$ cat config.mk
export PLATFORM = sky130hd
export DESIGN_NAME = jtframe_sdram_arb
export DESIGN_NICKNAME = d
export VERILOG_FILES = /design/src/rtl/jtframe_sdram_arb.sv
export SDC_FILE = /design/constraint.sdc
export NUM_CORES = 1
export LEC_CHECK = 0
export CAP_MARGIN = 25
export CORE_UTILIZATION = 30
export DETAILED_ROUTE_END_ITERATION = 8
export GPL_TIMING_DRIVEN = 0
export PLACE_DENSITY = 0.77
export REMOVE_ABC_BUFFERS = 1
export SLEW_MARGIN = 15
export SYNTH_ARGS = -nofsm -noshare
export SYNTH_HDL_FRONTEND = slang
export SYNTH_SLANG_ARGS = --single-unit
$ cat constraint.sdc
create_clock -name clk -period 1.7 [get_ports clk]
set_input_delay 0.34 -clock clk [delete_from_list [all_inputs] [get_ports clk]]
set_output_delay 0.34 -clock clk [all_outputs]
set_load 0.02 [all_outputs]
$ cat src/rtl/jtframe_sdram_arb.sv
// ---------------------------------------------------------------------------
// jtframe_sdram_arb
// Shares a single SDRAM command engine between four game bank requesters
// (ba0..ba3) and the ROM download / programming port (prog_*). Exactly one
// transaction is in flight at a time. The engine's ack/dst/dok/rdy strobes
// are routed back to the requester that owns the transaction and to nobody
// else.
//
// Ports
//   clk, rst          system clock, synchronous active-high reset
//   downloading       1: only the prog port is served, banks are ignored
//   ba_rd, ba_wr      per-bank level requests, held until ba_ack
//   ba_addr           {ba3,ba2,ba1,ba0} word addresses, AW bits each
//   ba_din, ba_dsn    per-bank write data (16 b) and byte masks (2 b, act-low)
//   ba_ack/dst/dok/rdy per-bank strobes back to the owner
//   prog_*            programming port request, fields and strobes
//   cmd_*             request and fields towards the engine, engine strobes
//   st_dbg            current FSM state (0 idle, 1 issue, 2 wait)
//
// Handshake: cmd_req is a valid that stays high with cmd_we/ba/addr/din/dsn
// stable until the engine answers with cmd_ack; the transfer happens in the
// cycle where cmd_req and cmd_ack are both high. Requester sides work the
// same way: the level request is the valid and the one-cycle ack is the
// ready. Completion is signalled separately by a one-cycle rdy.
// ---------------------------------------------------------------------------
module jtframe_sdram_arb #(
   parameter int AW = 22,
   parameter bit RR = 1'b1
) (
   input  logic            clk,
   input  logic            rst,
   input  logic            downloading,
   // game bank side
   input  logic [3:0]      ba_rd,
   input  logic [3:0]      ba_wr,
   input  logic [4*AW-1:0] ba_addr,
   input  logic [63:0]     ba_din,
   input  logic [7:0]      ba_dsn,
   output logic [3:0]      ba_ack,
   output logic [3:0]      ba_dst,
   output logic [3:0]      ba_dok,
   output logic [3:0]      ba_rdy,
   // programming side
   input  logic            prog_rd,
   input  logic            prog_we,
   input  logic [AW-1:0]   prog_addr,
   input  logic [1:0]      prog_ba,
   input  logic [15:0]     prog_data,
   input  logic [1:0]      prog_mask,
   output logic            prog_ack,
   output logic            prog_dst,
   output logic            prog_dok,
   output logic            prog_rdy,
   // command engine side
   output logic            cmd_req,
   output logic            cmd_we,
   output logic [1:0]      cmd_ba,
   output logic [AW-1:0]   cmd_addr,
   output logic [15:0]     cmd_din,
   output logic [1:0]      cmd_dsn,
   input  logic            cmd_ack,
   input  logic            cmd_dst,
   input  logic            cmd_dok,
   input  logic            cmd_rdy,
   // debug
   output logic [1:0]      st_dbg
);

   typedef enum logic [1:0] {
      IDLE  = 2'd0,
      ISSUE = 2'd1,
      WAIT  = 2'd2
   } state_t;

   state_t      state;
   logic        owner_prog;   // 1: prog port owns the current transaction
   logic [1:0]  owner;        // bank index when owner_prog is 0
   logic [1:0]  rr_ptr;       // first bank examined by the next search

   // ------------------------------------------------------------------
   // Bank selection. A bank requests when either rd or wr is high.
   // With RR the search starts at rr_ptr and wraps 3 -> 0; without RR it
   // always starts at bank 0, giving fixed priority ba0 > ba3.
   // ------------------------------------------------------------------
   logic [3:0]    bank_req;
   logic [1:0]    scan_base;
   logic [1:0]    idx;
   logic [1:0]    pick;
   logic          pick_vld;
   logic [AW-1:0] sel_addr;
   logic [15:0]   sel_din;
   logic [1:0]    sel_dsn;

   assign bank_req = ba_rd | ba_wr;

   always_comb begin
      scan_base = RR ? rr_ptr : 2'd0;
      idx       = 2'd0;
      pick      = 2'd0;
      pick_vld  = 1'b0;
      // Walk the offsets from farthest to nearest so the last hit, i.e.
      // the nearest requester to scan_base, is the one that sticks.
      for (int i = 3; i >= 0; i--) begin
         idx = scan_base + 2'(i);
         if (bank_req[idx]) begin
            pick     = idx;
            pick_vld = 1'b1;
         end
      end
      sel_addr = '0;
      sel_din  = '0;
      sel_dsn  = 2'b11;
      for (int i = 0; i < 4; i++) begin
         if (pick == 2'(i)) begin
            sel_addr = ba_addr[i*AW +: AW];
            sel_din  = ba_din[i*16 +: 16];
            sel_dsn  = ba_dsn[i*2 +: 2];
         end
      end
   end

   // ------------------------------------------------------------------
   // Transaction FSM. All cmd_* outputs are registered; they are loaded
   // when leaving IDLE and held untouched until the next grant.
   // ------------------------------------------------------------------
   always_ff @(posedge clk) begin
      if (rst) begin
         state      <= IDLE;
         cmd_req    <= 1'b0;
         cmd_we     <= 1'b0;
         cmd_ba     <= 2'd0;
         cmd_addr   <= '0;
         cmd_din    <= 16'd0;
         cmd_dsn    <= 2'b11;
         owner_prog <= 1'b0;
         owner      <= 2'd0;
         rr_ptr     <= 2'd0;
      end else begin
         case (state)
            IDLE: begin
               if (downloading) begin
                  if (prog_rd | prog_we) begin
                     owner_prog <= 1'b1;
                     cmd_we     <= prog_we;
                     cmd_ba     <= prog_ba;
                     cmd_addr   <= prog_addr;
                     cmd_din    <= prog_data;
                     cmd_dsn    <= prog_mask;
                     cmd_req    <= 1'b1;
                     state      <= ISSUE;
                  end
               end else if (pick_vld) begin
                  owner_prog <= 1'b0;
                  owner      <= pick;
                  // a bank raising rd and wr together is treated as a write
                  cmd_we     <= ba_wr[pick];
                  cmd_ba     <= pick;
                  cmd_addr   <= sel_addr;
                  cmd_din    <= sel_din;
                  cmd_dsn    <= sel_dsn;
                  cmd_req    <= 1'b1;
                  state      <= ISSUE;
               end
            end
            ISSUE: begin
               if (cmd_ack) begin
                  cmd_req <= 1'b0;
                  state   <= WAIT;
               end
            end
            WAIT: begin
               if (cmd_rdy) begin
                  // only bank grants advance the round-robin pointer
                  if (!owner_prog) rr_ptr <= owner + 2'd1;
                  state <= IDLE;
               end
            end
            default: state <= IDLE;
         endcase
      end
   end

   // ------------------------------------------------------------------
   // Strobe routing. ack is only meaningful while issuing, dst/dok/rdy
   // only while waiting; everything is masked to the current owner.
   // ------------------------------------------------------------------
   logic [3:0] own_hot;
   logic       in_issue;
   logic       in_wait;

   assign own_hot  = owner_prog ? 4'b0000 : (4'b0001 << owner);
   assign in_issue = (state == ISSUE);
   assign in_wait  = (state == WAIT);

   assign ba_ack   = {4{in_issue & cmd_ack}} & own_hot;
   assign ba_dst   = {4{in_wait  & cmd_dst}} & own_hot;
   assign ba_dok   = {4{in_wait  & cmd_dok}} & own_hot;
   assign ba_rdy   = {4{in_wait  & cmd_rdy}} & own_hot;

   assign prog_ack = in_issue & cmd_ack & owner_prog;
   assign prog_dst = in_wait  & cmd_dst & owner_prog;
   assign prog_dok = in_wait  & cmd_dok & owner_prog;
   assign prog_rdy = in_wait  & cmd_rdy & owner_prog;

   assign st_dbg   = state;

endmodule

* Word-level counts from Yosys, hierarchy flattened
Index checks and enable logic that the tools add are counted.
** Word-level totals
- Bits in registers :: 51
- Bits in latches :: 0
- Memory bits (writable) :: 0
- Memory bits (read-only) :: 0
- Input bits :: 219
- Output and inout port bits :: 66
- Logic and storage cells :: 114
- Memories :: 0
** Cells by class
- $add $sub $neg :: 4
- Multiply operators :: 0
- Divide/modulo/power cells :: 0
- $lt $le $gt $ge :: 5
- Equal/unequal tests :: 10
- Shift operators :: 1
- Multiplexer cells :: 59
- Bitwise operators :: 16
- Reductions and logical operators :: 9
** Operators with widths (number)
- $mux 22 :: 7
- $mux 16 :: 7
- $mux 2 :: 19
- $mux 1 :: 18
- $and 4x4->4 :: 4
- $lt 2x3->1 const B :: 5
- $bmux 1 s2 :: 5
- $reduce_and 3->1 :: 3
- $and 1x1->1 :: 8
- $reduce_and 4->1 :: 2
- $eq 2x2->1 const B :: 3
- $ne 3x3->1 const B :: 2
- $pmux 2 s3 :: 1
- $add 2x1->2 const B :: 2
- $add 2x2->2 const B :: 2
- $eq 2x1->1 const B :: 2
- $logic_not 2->1 :: 2
- $mux 4 :: 1
- $ne 2x2->1 const B :: 2
- $or 4x4->4 :: 1
- $reduce_bool 2->1 :: 2
- $shl 1x2->4 const A :: 1
- $ne 2x1->1 const B :: 1
- $not 1->1 :: 2
- other kinds (2) :: 2

* Logic depth before layout (Yosys ltp)
- Depth in word-level cells :: 14
- Depth in mapped cells :: 7
- Depth with buffers taken out :: 6

* Least setup slack after synthesis
No wires, ideal clock.
- Path type :: input-to-reg
- Start :: input ba_rd[0]
- End :: register cmd_addr[13]
- Library setup time :: 132 ps
- Data arrival time :: 1648 ps
- Data required time :: 1568 ps
- Slack :: -80 ps
- Stages :: 7
- Buffers on the path :: 1
- Cells stage by stage :: nor2_2 -> o21a_2 -> a2bb2oi_4 -> buf_6 -> mux2_1 -> a22oi_1 -> a21oi_1
** Between the ends
- Longest elaborated chain between the ends :: 14
- Elaborated cells between the ends (all ways) :: 29
- Those cells by class :: eq/ne (3); mux (22); bitwise (1); reduce/logical (3)
** Ends and longest elaborated chain
- start, declared :: line 34 : input logic [3:0] ba_rd,
- $or 4x4->4 * :: line 94 : assign bank_req = ba_rd | ba_wr;
- $bmux 1 s2 :: line 105 : if (bank_req[idx]) begin
- $mux 1 (not written as such) :: line 105
- $mux 2 (4 in a row) :: line 105
- $logic_not 2->1 :: line 114 : if (pick == 2'(i)) begin
- $mux 22 (4 in a row) :: line 114
- $mux 22 :: line 152 : end else if (pick_vld) begin
- $mux 22 :: line 141 : if (downloading) begin
- end signal, assigned :: line 146 : cmd_addr <= prog_addr;
- end signal, assigned :: line 158 : cmd_addr <= sel_addr;
- end, declared :: line 58 : output logic [AW-1:0] cmd_addr,
Every way passes the cells marked *; elsewhere a longest branch is shown, timed or not. The select of a mux whose other input is x is not followed.
A chain may end at the register's enable or synchronous reset.

* Worst setup path after layout
- Start :: register rr_ptr[0]
- End :: register cmd_addr[10]
** Between the ends
- Longest elaborated chain between the ends :: 14
- Elaborated cells between the ends (all ways) :: 31
- Those cells by class :: add/sub (3); eq/ne (3); mux (22); reduce/logical (3)
** Ends and longest elaborated chain
- start, declared :: line 78 : logic [1:0] rr_ptr;
- start signal, assigned :: line 174 : if (!owner_prog) rr_ptr <= owner + 2'd1;
- $add 2x2->2 :: line 104 : idx = scan_base + 2'(i);
- $bmux 1 s2 :: line 105
- $mux 1 (not written as such) :: line 105
- $mux 2 (4 in a row) :: line 105
- $logic_not 2->1 :: line 114
- $mux 22 (4 in a row) :: line 114
- $mux 22 :: line 152
- $mux 22 :: line 141
Several ways; a longest one is shown, not always the timed one. The select of a mux whose other input is x is not followed.

==> reports/metrics.cfg <==
[final_layout]
insertedDiodeCount=0
layout_common_cells=clkdlybuf4s50_1, nor2_1, dfxtp_1
nFillCells=905
final_nets=959
syn2layout_area_growth_pct=111
layout_commonest_cell=clkdlybuf4s50_1
layout-drive-gt1-share_pct=26.8
design_area_um2=7610

[sta]
skew_ps=6.68
setup_tns_ps=-6860
final-hold-violation-count=0
report.final.slew_viol_count=0
min_period_ps=1930
relSlewSlack_pct=48.6
setup-violations-final=47
period_share_pct=113
clock.fmax_ghz=0.519
fin_ws_ps=-228
whs_ps=482
tightest_slew_ps=770
grt_setup_unrepaired=yes

[floorplanning]
fp.dieW_um=112
fp.coreArea_um2=11600
ios=285
die_h_um=112
start_util_pct=31.2
num_rows=39
dieArea_um2=12500

[grt]
grtUsageTotal_pct=28.0
grt_start_max_net_pins=54
overflow=0
grt_pass1_vias=5212
antenna_found_initial=0
grt_first_pass_wirelength_mm=27.0

[synth]
syn_inst=419
ys_types=51
async_reset_ff_share_pct=0
syn_area_um2=3610
yosys_warnings=0
seq_area_frac_synth_pct=28.3
ys.flop_type=dfxtp_1
ys_ff_latch=51
synth_edf_count=0
syn_area_per_cell_um2=8.62

[pwr]
ir_worst_vdd_mv=0.500
p_per_area_nw_per_um2=613
p_leak_nw=2.86

[route]
routedWlPerCell_um=20.8
drt_iter0_drc=283
via_count=4865
viasPerCell=5.53
drc=20
antenna_left=0
wl_mm=18.2
detail_route.first_pass.iterations=7

[clock_tree]
clock_path_buffers=2
cts_hold_buf=0
cts.htree.levels=2
clk_pin_slew_worst_paths_ps=70
clock_sinks=51
root_buffer=clkbuf_16
cts_tree=yes
cts_made_buffers=5
clkLatencyLatePin_ps=290

[worst_setup_path]
r2r_cells=9
cp-end-kind=flop
worst_setup_path_start_kind=flop
critical_path_arrival_ps=2080
required_ps=1850
path_class=reg2reg
crit_fanout=5

[placed_design]
dp_hpwl_mm=11.8
gp_routability_congestion=0.814
numPortBuffers=284
dpl_worst_slack_ps=-1380
place_area_um2=6600

[worst_hold_path]
hold_depth=2
hp-class=reg2reg

[run_status]
failed_checks=DRC, setup timing
status=finished with violations

[run]
maxCapViolCount=0

## repair_timing
item                                    in CTS  in global routing
resized for setup                          194                 36
setup buffers                               42                  2
pin swaps                                   22                  8
endpoints found under the setup margin      70                 60
gates cloned                                 7                  2
## flip-flops by register name, summed over array words and instances, names as in the netlist, 2 cells and up
register and cells:
rr_ptr 2, cmd_dsn 2, cmd_addr 22, cmd_ba 2, cmd_din 16, owner 2, st_dbg 2
## synthesized netlist by cell type, types with 2 or more instances
| library cell | instances | area, um^2 |
|---|---|---|
| and2_1 | 4 | 25.0 |
| o22ai_1 | 2 | 12.5 |
| o21ai_0 | 3 | 15.0 |
| dfxtp_1 | 51 | 1020 |
| a222oi_1 | 9 | 90.1 |
| nor3_1 | 3 | 15.0 |
| inv_1 | 7 | 26.3 |
| buf_2 | 11 | 55.1 |
| nand2b_1 | 2 | 12.5 |
| nor2_1 | 83 | 312 |
| mux2_1 | 9 | 101 |
| nand2_1 | 14 | 52.6 |
| clkbuf_1 | 16 | 60.1 |
| nor4b_2 | 28 | 420 |
| a211oi_1 | 5 | 37.5 |
| a21oi_2 | 2 | 17.5 |
| a22oi_1 | 11 | 82.6 |
| nor2b_1 | 4 | 25.0 |
| a21oi_1 | 22 | 110 |
| o21ai_1 | 31 | 155 |
| ha_1 | 4 | 50.1 |
| buf_6 | 2 | 22.5 |
| mux2i_1 | 33 | 330 |
| a221oi_1 | 30 | 263 |
| buf_4 | 3 | 22.5 |
| nor2_2 | 5 | 31.3 |
## path summary, 6_finish.rpt
kind	start	to	slack [ps]
setup reg to reg	rr_ptr[0]	cmd_addr[10]	-230
hold reg to reg	cmd_req	cmd_req	480
setup / recovery	rr_ptr[0]	cmd_addr[10]	-230
hold / removal	cmd_req	cmd_req	480
## cell families after synthesis
logic type | share of synthesized area, %
AOI/OAI and AO/OA | 24.6
adders and majority gates | 1.39
buffers and inverters | 5.41
muxes | 12.3
DFF | 28.3
and+or+nand+nor | 28.0
## stage by stage
step,power [mW],cells,utilization [%]
after floorplan,2.18,386,-
after global placement,3.15,813,55.9
after detailed placement,3.21,819,57.1
after CTS,4.61,875,64.8
after global routing,4.86,879,65.8
final,4.66,879,65.8
## power breakdown
part / switching, mW / internal, mW
combinational: 0.925 / 1.18
sequential: 0.0854 / 1.33
clock: 0.452 / 0.688
total: 1.46 / 3.20
## critical path, stage by stage (launching register included)
cell       delay [ps]
dfxtp_4           380
nor2b_4           180
o21a_4            170
a2bb2oi_4         230
buf_8             180
buf_12            130
buf_12            100
mux2i_1           170
o21ai_1            80
nor4b_2           170
## routing by layer
layer | vias up | wire (um) | global-route usage (%)
met4 | 0 | 797 | 15.8
met5 | - | 0 | 0
met2 | 297 | 9660 | 53.4
met3 | 56 | 1440 | 6.59
li1 | 2221 | - | -
met1 | 2291 | 6360 | 27.6
## layout make-up
class,count,area (um^2),area share [%]
clock buffers,6,129,1.69
clock inverters,1,30.0,0.394
inverters,8,30.0,0.394
multi-input cells,331,2790,36.6
flip-flops and latches,51,1040,13.6
well taps,143,179,2.35
repair buffers,339,3420,44.9
Power figures use the tool's default switching activity.
